<file path="config.mk">
export PLATFORM = sky130hd
export DESIGN_NAME = csa_out_arbiter
export DESIGN_NICKNAME = d
export VERILOG_FILES = /design/src/rtl/csa_out_arbiter.sv
export SDC_FILE = /design/constraint.sdc
export NUM_CORES = 1
export LEC_CHECK = 0
export ABC_AREA = 1
export ABC_CLOCK_PERIOD_IN_PS = 4200
export CAP_MARGIN = 20
export CELL_PAD_IN_SITES_DETAIL_PLACEMENT = 1
export CELL_PAD_IN_SITES_GLOBAL_PLACEMENT = 1
export CORE_AREA = 2 2 163 165
export CTS_CLUSTER_SIZE = 28
export DETAILED_ROUTE_END_ITERATION = 10
export DIE_AREA = 0 0 165 167
export PLACE_DENSITY_LB_ADDON = 0.3
export SETUP_SLACK_MARGIN = 0.02
export SYNTH_ARGS = -nofsm -noshare
export SYNTH_HDL_FRONTEND = slang
export SYNTH_SLANG_ARGS = --single-unit
</file>
<file path="constraint.sdc">
create_clock -name clk -period 4.2 [get_ports clk]
set_input_delay 0.42 -clock clk [delete_from_list [all_inputs] [get_ports clk]]
set_output_delay 0.42 -clock clk [all_outputs]
set_load 0.01 [all_outputs]
</file>
<file path="src/rtl/csa_out_arbiter.sv">
// csa_out_arbiter
//   Round-robin arbiter that shares one 32-bit FIFO write port between NUM_CH
//   CSA result channels. Each granted 48-bit result is emitted as three tagged
//   32-bit words (low, mid, high halfword) with no interleaving between groups.
//   The downstream full flag is honoured before every word.
//
// Ports
//   clk            clock for all logic
//   rst_n          synchronous active-low reset
//   req_valid      per-channel request, held with stable data until req_ready
//   req_data       channel i result at [i*48 +: 48]
//   req_ready      one-cycle one-hot accept pulse
//   error_full_32  downstream FIFO full
//   wclk_32        FIFO write clock (same as clk)
//   wen_32         registered FIFO write enable
//   wdata_32       registered FIFO write data
//   busy           high while a group is being emitted
//   group_count    completed 3-word groups, wraps at 2^32

module csa_out_arbiter #(
    parameter int unsigned NUM_CH                 = 4,
    parameter int unsigned AXI_DATA_WIDTH         = 32,
    parameter int unsigned CSA_OUT_OUT_DATA_WIDTH = 48,
    parameter int unsigned CH_ID_WIDTH            = 3
) (
    input  logic                                     clk,
    input  logic                                     rst_n,
    input  logic [NUM_CH-1:0]                        req_valid,
    input  logic [NUM_CH*CSA_OUT_OUT_DATA_WIDTH-1:0] req_data,
    output logic [NUM_CH-1:0]                        req_ready,
    input  logic                                     error_full_32,
    output logic                                     wclk_32,
    output logic                                     wen_32,
    output logic [AXI_DATA_WIDTH-1:0]                wdata_32,
    output logic                                     busy,
    output logic [31:0]                              group_count
);

    localparam int unsigned DW = CSA_OUT_OUT_DATA_WIDTH;

    typedef enum logic [1:0] {StIdle, StEmit0, StEmit1, StEmit2} state_e;

    state_e                    state_q, state_d;
    logic [CH_ID_WIDTH-1:0]    rr_ptr_q, rr_ptr_d;
    logic [CH_ID_WIDTH-1:0]    ch_q, ch_d;
    logic [DW-1:0]             data_q, data_d;
    logic [NUM_CH-1:0]         ready_q, ready_d;
    logic                      wen_q, wen_d;
    logic [AXI_DATA_WIDTH-1:0] wdata_q, wdata_d;
    logic [31:0]               group_count_q, group_count_d;

    // Grant search results
    logic                      found;
    logic [CH_ID_WIDTH-1:0]    grant_idx;
    logic [NUM_CH-1:0]         grant_onehot;
    logic [DW-1:0]             grant_data;

    // Word currently due for emission
    logic [1:0]                word_k;
    logic [AXI_DATA_WIDTH-1:0] word;

    // Round-robin search: first pass covers channels at or above rr_ptr, the
    // second pass wraps to the channels below it.
    always_comb begin
        found        = 1'b0;
        grant_idx    = '0;
        grant_onehot = '0;
        grant_data   = '0;
        for (int j = 0; j < int'(NUM_CH); j++) begin
            if (!found && req_valid[j] && (j >= int'(rr_ptr_q))) begin
                found           = 1'b1;
                grant_idx       = CH_ID_WIDTH'(j);
                grant_onehot[j] = 1'b1;
                grant_data      = req_data[j*DW +: DW];
            end
        end
        for (int j = 0; j < int'(NUM_CH); j++) begin
            if (!found && req_valid[j]) begin
                found           = 1'b1;
                grant_idx       = CH_ID_WIDTH'(j);
                grant_onehot[j] = 1'b1;
                grant_data      = req_data[j*DW +: DW];
            end
        end
    end

    // Tagged word: [15:0] halfword k, [16 +: CH_ID_WIDTH] channel, [25:24] k
    always_comb begin
        unique case (state_q)
            StEmit1: word_k = 2'd1;
            StEmit2: word_k = 2'd2;
            default: word_k = 2'd0;
        endcase
        word                      = '0;
        word[15:0]                = data_q[int'(word_k)*16 +: 16];
        word[16 +: CH_ID_WIDTH]   = ch_q;
        word[25:24]               = word_k;
    end

    always_comb begin
        state_d       = state_q;
        rr_ptr_d      = rr_ptr_q;
        ch_d          = ch_q;
        data_d        = data_q;
        ready_d       = '0;
        wen_d         = 1'b0;
        wdata_d       = wdata_q;
        group_count_d = group_count_q;

        unique case (state_q)
            StIdle: begin
                if (!error_full_32 && found) begin
                    ch_d    = grant_idx;
                    data_d  = grant_data;
                    ready_d = grant_onehot;
                    if (int'(grant_idx) == int'(NUM_CH) - 1) begin
                        rr_ptr_d = '0;
                    end else begin
                        rr_ptr_d = grant_idx + 1'b1;
                    end
                    state_d = StEmit0;
                end
            end
            StEmit0, StEmit1, StEmit2: begin
                // A stall holds state and wdata; wen stays low
                if (!error_full_32) begin
                    wen_d   = 1'b1;
                    wdata_d = word;
                    unique case (state_q)
                        StEmit0: state_d = StEmit1;
                        StEmit1: state_d = StEmit2;
                        default: begin
                            state_d       = StIdle;
                            group_count_d = group_count_q + 32'd1;
                        end
                    endcase
                end
            end
            default: state_d = StIdle;
        endcase
    end

    always_ff @(posedge clk) begin
        if (!rst_n) begin
            state_q       <= StIdle;
            rr_ptr_q      <= '0;
            ch_q          <= '0;
            data_q        <= '0;
            ready_q       <= '0;
            wen_q         <= 1'b0;
            wdata_q       <= '0;
            group_count_q <= '0;
        end else begin
            state_q       <= state_d;
            rr_ptr_q      <= rr_ptr_d;
            ch_q          <= ch_d;
            data_q        <= data_d;
            ready_q       <= ready_d;
            wen_q         <= wen_d;
            wdata_q       <= wdata_d;
            group_count_q <= group_count_d;
        end
    end

    assign wclk_32     = clk;
    assign req_ready   = ready_q;
    assign wen_32      = wen_q;
    assign wdata_32    = wdata_q;
    assign busy        = (state_q != StIdle);
    assign group_count = group_count_q;

endmodule

</file>
Word-level counts from Yosys, hierarchy flattened
Index checks and enable logic that the tools add are counted.
{"block": "totals", "reg_bits": 114, "input_bits": 199, "out_inout_bits": 71, "word_cells": 90}
{"block": "op_classes", "addsub": 2, "magnitude_cmp": 4, "n_eq_ne": 6, "n_shift": 1, "muxes": 37, "bitwise_logic": 2, "reduce_logical": 30}
{"operator": "$mux W48", "count": 8}
{"operator": "$shiftx A48 B7 Y16", "count": 1}
{"operator": "$add A32 B1 Y32 const B", "count": 1}
{"operator": "$mux W3", "count": 7}
{"operator": "$mux W1", "count": 17}
{"operator": "$logic_and A1 B1 Y1", "count": 12}
{"operator": "$pmux W2 S2", "count": 3}
{"operator": "$logic_not A1 Y1", "count": 8}
{"operator": "$reduce_and A2 Y1", "count": 4}
{"operator": "$ge A1 B3 Y1 const A", "count": 2}
{"operator": "$ge A2 B3 Y1 const A", "count": 2}
{"operator": "$reduce_and A3 Y1", "count": 2}
{"operator": "$eq A2 B2 Y1 const B", "count": 2}
{"operator": "$mux W2", "count": 2}
{"operator": "$ne A2 B2 Y1 const B", "count": 2}
{"operator": "$add A3 B1 Y3 const B", "count": 1}
{"operator": "$eq A3 B3 Y1 const B", "count": 1}
{"operator": "$reduce_or A3 Y1", "count": 1}
{"operator": "$eq A2 B1 Y1 const B", "count": 1}
{"operator": "$logic_not A2 Y1", "count": 1}
{"operator": "$not A1 Y1", "count": 2}
{"operator": "$reduce_bool A2 Y1", "count": 1}
{"operator": "$reduce_or A2 Y1", "count": 1}

Longest topological paths before layout
{"block": "depth", "ltp_word": 30, "depth_mapped": 13, "mapped_depth_nobuf": 12}

==> impl_metrics.csv <==
group,metric,value,unit
run_status,outcome,"completed",
timing,finalClockSkew,0.0148,ns
global_routing,antenna_found_initial,3,
synthesis,mappedNetlistArea,8420,um^2
power_and_ir_drop,seq_power_share,0.350,
synthesis,synth-seq-cells,111,
hold_path,hold_path_class,"input pin to flop",
power_and_ir_drop,internal_power,2.22,mW
global_routing,grt_max_degree,79,
synthesis,synthArstFlopShare,0,
critical_path,start_kind,"clock port",
finish,drive_above_1_share,0.0300,
placement,dp.cells,2051,
drt,post-route-drc-count,0,
finish,syn_to_final_growth,36.2,%
synthesis,synth_top_flop_cell,"dfxtp_1",
hold_path,hp-start,"rst_n",
finish,final_cells,2071,
power_and_ir_drop,switching_power,1.21,mW
global_routing,grt.busiest_layer,"met2",
global_routing,track_usage,0.263,
power_and_ir_drop,vdd_drop_max,0.000188,V
cts,clkLatencyLatePin,0.48,ns
drt,vias_per_cell,5.07,
cts,post_cts_buffers,0,
synthesis,netlist_instances,1540,
die,die_h,167,um
critical_path,r2r-end,"group_count[17]$_SDFFE_PN0P_",
synthesis,yosysTopAreaCell,"dfxtp_1",
power_and_ir_drop,pwr-share-comb,0.339,
power_and_ir_drop,power,3.44,mW
power_and_ir_drop,power_density,300,nW/um^2
timing,finalHoldViolCount,0,
global_routing,grt_pass1_wl,57000,um
critical_path,critPathMostFrequentCell,"clkbuf_16",
placement,numPortBuffers,257,
global_routing,grt_pass1_vias,10700,
timing,fin_setup_tns,0,ns
global_routing,met3_usage,0.0486,
global_routing,overflow,0,
synthesis,synth.distinct_cells,28,
die,std_cell_rows,59,
drt,dr.pass1.iters,4,
critical_path,path_max_fanout,2,
die,pin_count,270,
power_and_ir_drop,leakage,5.24,nW
drt,detailroute.via_count,10500,
die,dieArea,27600,um^2
cts,cts_resized,0,
drt,routed_wl,36100,um
synthesis,synthMostInstantiatedCell,"nand2_1",
synthesis,yosysWarnings,0,
die,core,25800,um^2
critical_path,end_kind,"output port",
finish,nNetsFinal,1934,
synthesis,synth_common_cells,"nand2_1, nor2_1, inv_1, nand3_1, dfxtp_1",
hold_path,hold_end,"state_q[1]$_SDFFE_PN0P_",
synthesis,ys_seq_area_frac,0.264,
critical_path,crit_chain,"clkbuf_16 -> clkbuf_16 -> clkdlybuf4s50_1",
synthesis,synth_edf_count,0,
synthesis,yosys-top-cells-area,"dfxtp_1, nand2_1, nor2_1",
timing,slew_viol_final,0,
placement,dp_hpwl,26800,um
cts,cts.clk_slew.worst_paths,0.07,ns
critical_path,arrival,2.84,ns
critical_path,rr_startpoint,"state_q[1]$_SDFFE_PN0P_",
critical_path,max_stage_delay,0.49,ns
drt,wl_per_cell,17.4,um
global_routing,grt.met2_usage,0.436,
critical_path,crit_type,"clock port to output port",
hold_path,hold_depth,3,
drt,ant_nets,0,
timing,hold_ws,0.346,ns
cts,cts_tree,"done",
critical_path,path_buf_inv,3,
critical_path,worst_ep_required_time,3.78,ns
critical_path,r2r_slack,1.64,ns
run,max-cap-violations,0,
critical_path,slowest_stage,"clkdlybuf4s50_1",
critical_path,path_delay_family,"buffers and inverters",
timing,rsz0062_at_grt,"false",
timing,relSlewSlack,0.437,
synthesis,synth_top_area_frac,0.264,
die,initial_core_util,0.327,
cts,cts_hold_buf,0,
timing,worst_pin_slew,0.844,ns
timing,setup_violations,0,
global_routing,grt_use_met1,0.348,
die,die_w,165,um
synthesis,syn_area_per_cell,5.47,um^2
critical_path,rr_worst_depth,12,
drt,drt_iter0_drc,621,
placement,gp_congestion,0.854,
power_and_ir_drop,p_sw_frac,0.353,
power_and_ir_drop,power_frac_clock,0.311,
## metal layers
metal	vias to the layer above	share of wire
met5	-	0.00089
met4	2	0.014
met3	36	0.054
met2	277	0.47
met1	5017	0.46
li1	5168	-
## worst max-delay path by stage
stage,startpoint,endpoint,cells past startpoint
2_1_floorplan,clk,wclk_32,1
3_3_place_gp,clk,wclk_32,1
3_5_place_dp,clk,wclk_32,1
4_1_cts,clk,wclk_32,3
5_1_grt,clk,wclk_32,3
6_report,clk,wclk_32,3
## cell families after synthesis
kind of cell,Yosys count,share of synthesized area
other,1,0.000445
DFF,111,0.264
and+or+nand+nor,998,0.497
xor gates and xnor gates,13,0.0135
adders and majority gates,5,0.00743
buffers and inverters,306,0.151
AOI/OAI and AO/OA,106,0.0663
## state kept, by name, summed over array words and instances, names as in the netlist
register and count:
wdata_32 20, req_ready 4, group_count 32, ch_q 2, data_q 48, state_q 2
wen_32 1, rr_ptr_q 2
## worst min-delay path, stage by stage
cell and delay (ns):
buf_2 0.09, inv_1 0.13, a21oi_1 0.14
## cell usage in the layout, fill, tap and decap left out, types with 2 or more instances in the layout
master,Yosys,final
nand2_1,411,410
nor2_1,351,351
clkdlybuf4s50_1,0,254
inv_1,191,191
nand3_1,116,114
dfxtp_1,111,111
nand4_1,103,103
o21ai_0,48,48
a21oi_1,41,41
buf_4,18,16
a31oi_1,12,12
conb_1,1,12
clkbuf_16,0,12
nor3_1,9,9
xor2_1,8,8
inv_2,5,5
xnor2_1,5,5
ha_1,5,5
o21a_1,3,3
nand2_2,2,3
buf_2,26,3
nor2_4,0,2
nand3b_1,2,2
clkinv_4,0,2
clkinv_2,0,2
buf_12,0,2
## metrics by stage
step / cell area [um^2] / setup WS, ns / utilization
after CTS: 11500 / 0.935 / 0.445
after global placement: 11100 / 1.23 / 0.430
after floorplan: 8460 / 1.56 / -
after detailed placement: 11100 / 1.23 / 0.430
final: 11500 / 0.944 / 0.445
after global routing: 11500 / 0.940 / 0.445
## cell type report
cell class / instances / area, um^2
Clock inverter: 5 / 57.6
Multi-Input combinational cell: 1134 / 5000
Fill cell: 3525 / 14300
Inverter: 196 / 736
Antenna cell: 1 / 2.50
Timing Repair Buffer: 274 / 2710
Tap cell: 335 / 419
Sequential cell: 111 / 2220
Clock buffer: 15 / 328
## power by group through the flow
| stage | Sequential (mW) | Combinational, mW | Clock, mW |
|---|---|---|---|
| 6_report | 1.20 | 1.17 | 1.07 |
| 3_5_place_dp | 1.23 | 1.16 | 0.0242 |
| 5_1_grt | 1.21 | 1.30 | 1.13 |
| 3_3_place_gp | 1.23 | 1.13 | 0.0242 |
| 2_1_floorplan | 1.21 | 0.654 | 0.0196 |
| 4_1_cts | 1.20 | 1.17 | 1.09 |
Power figures use the tool's default switching activity.
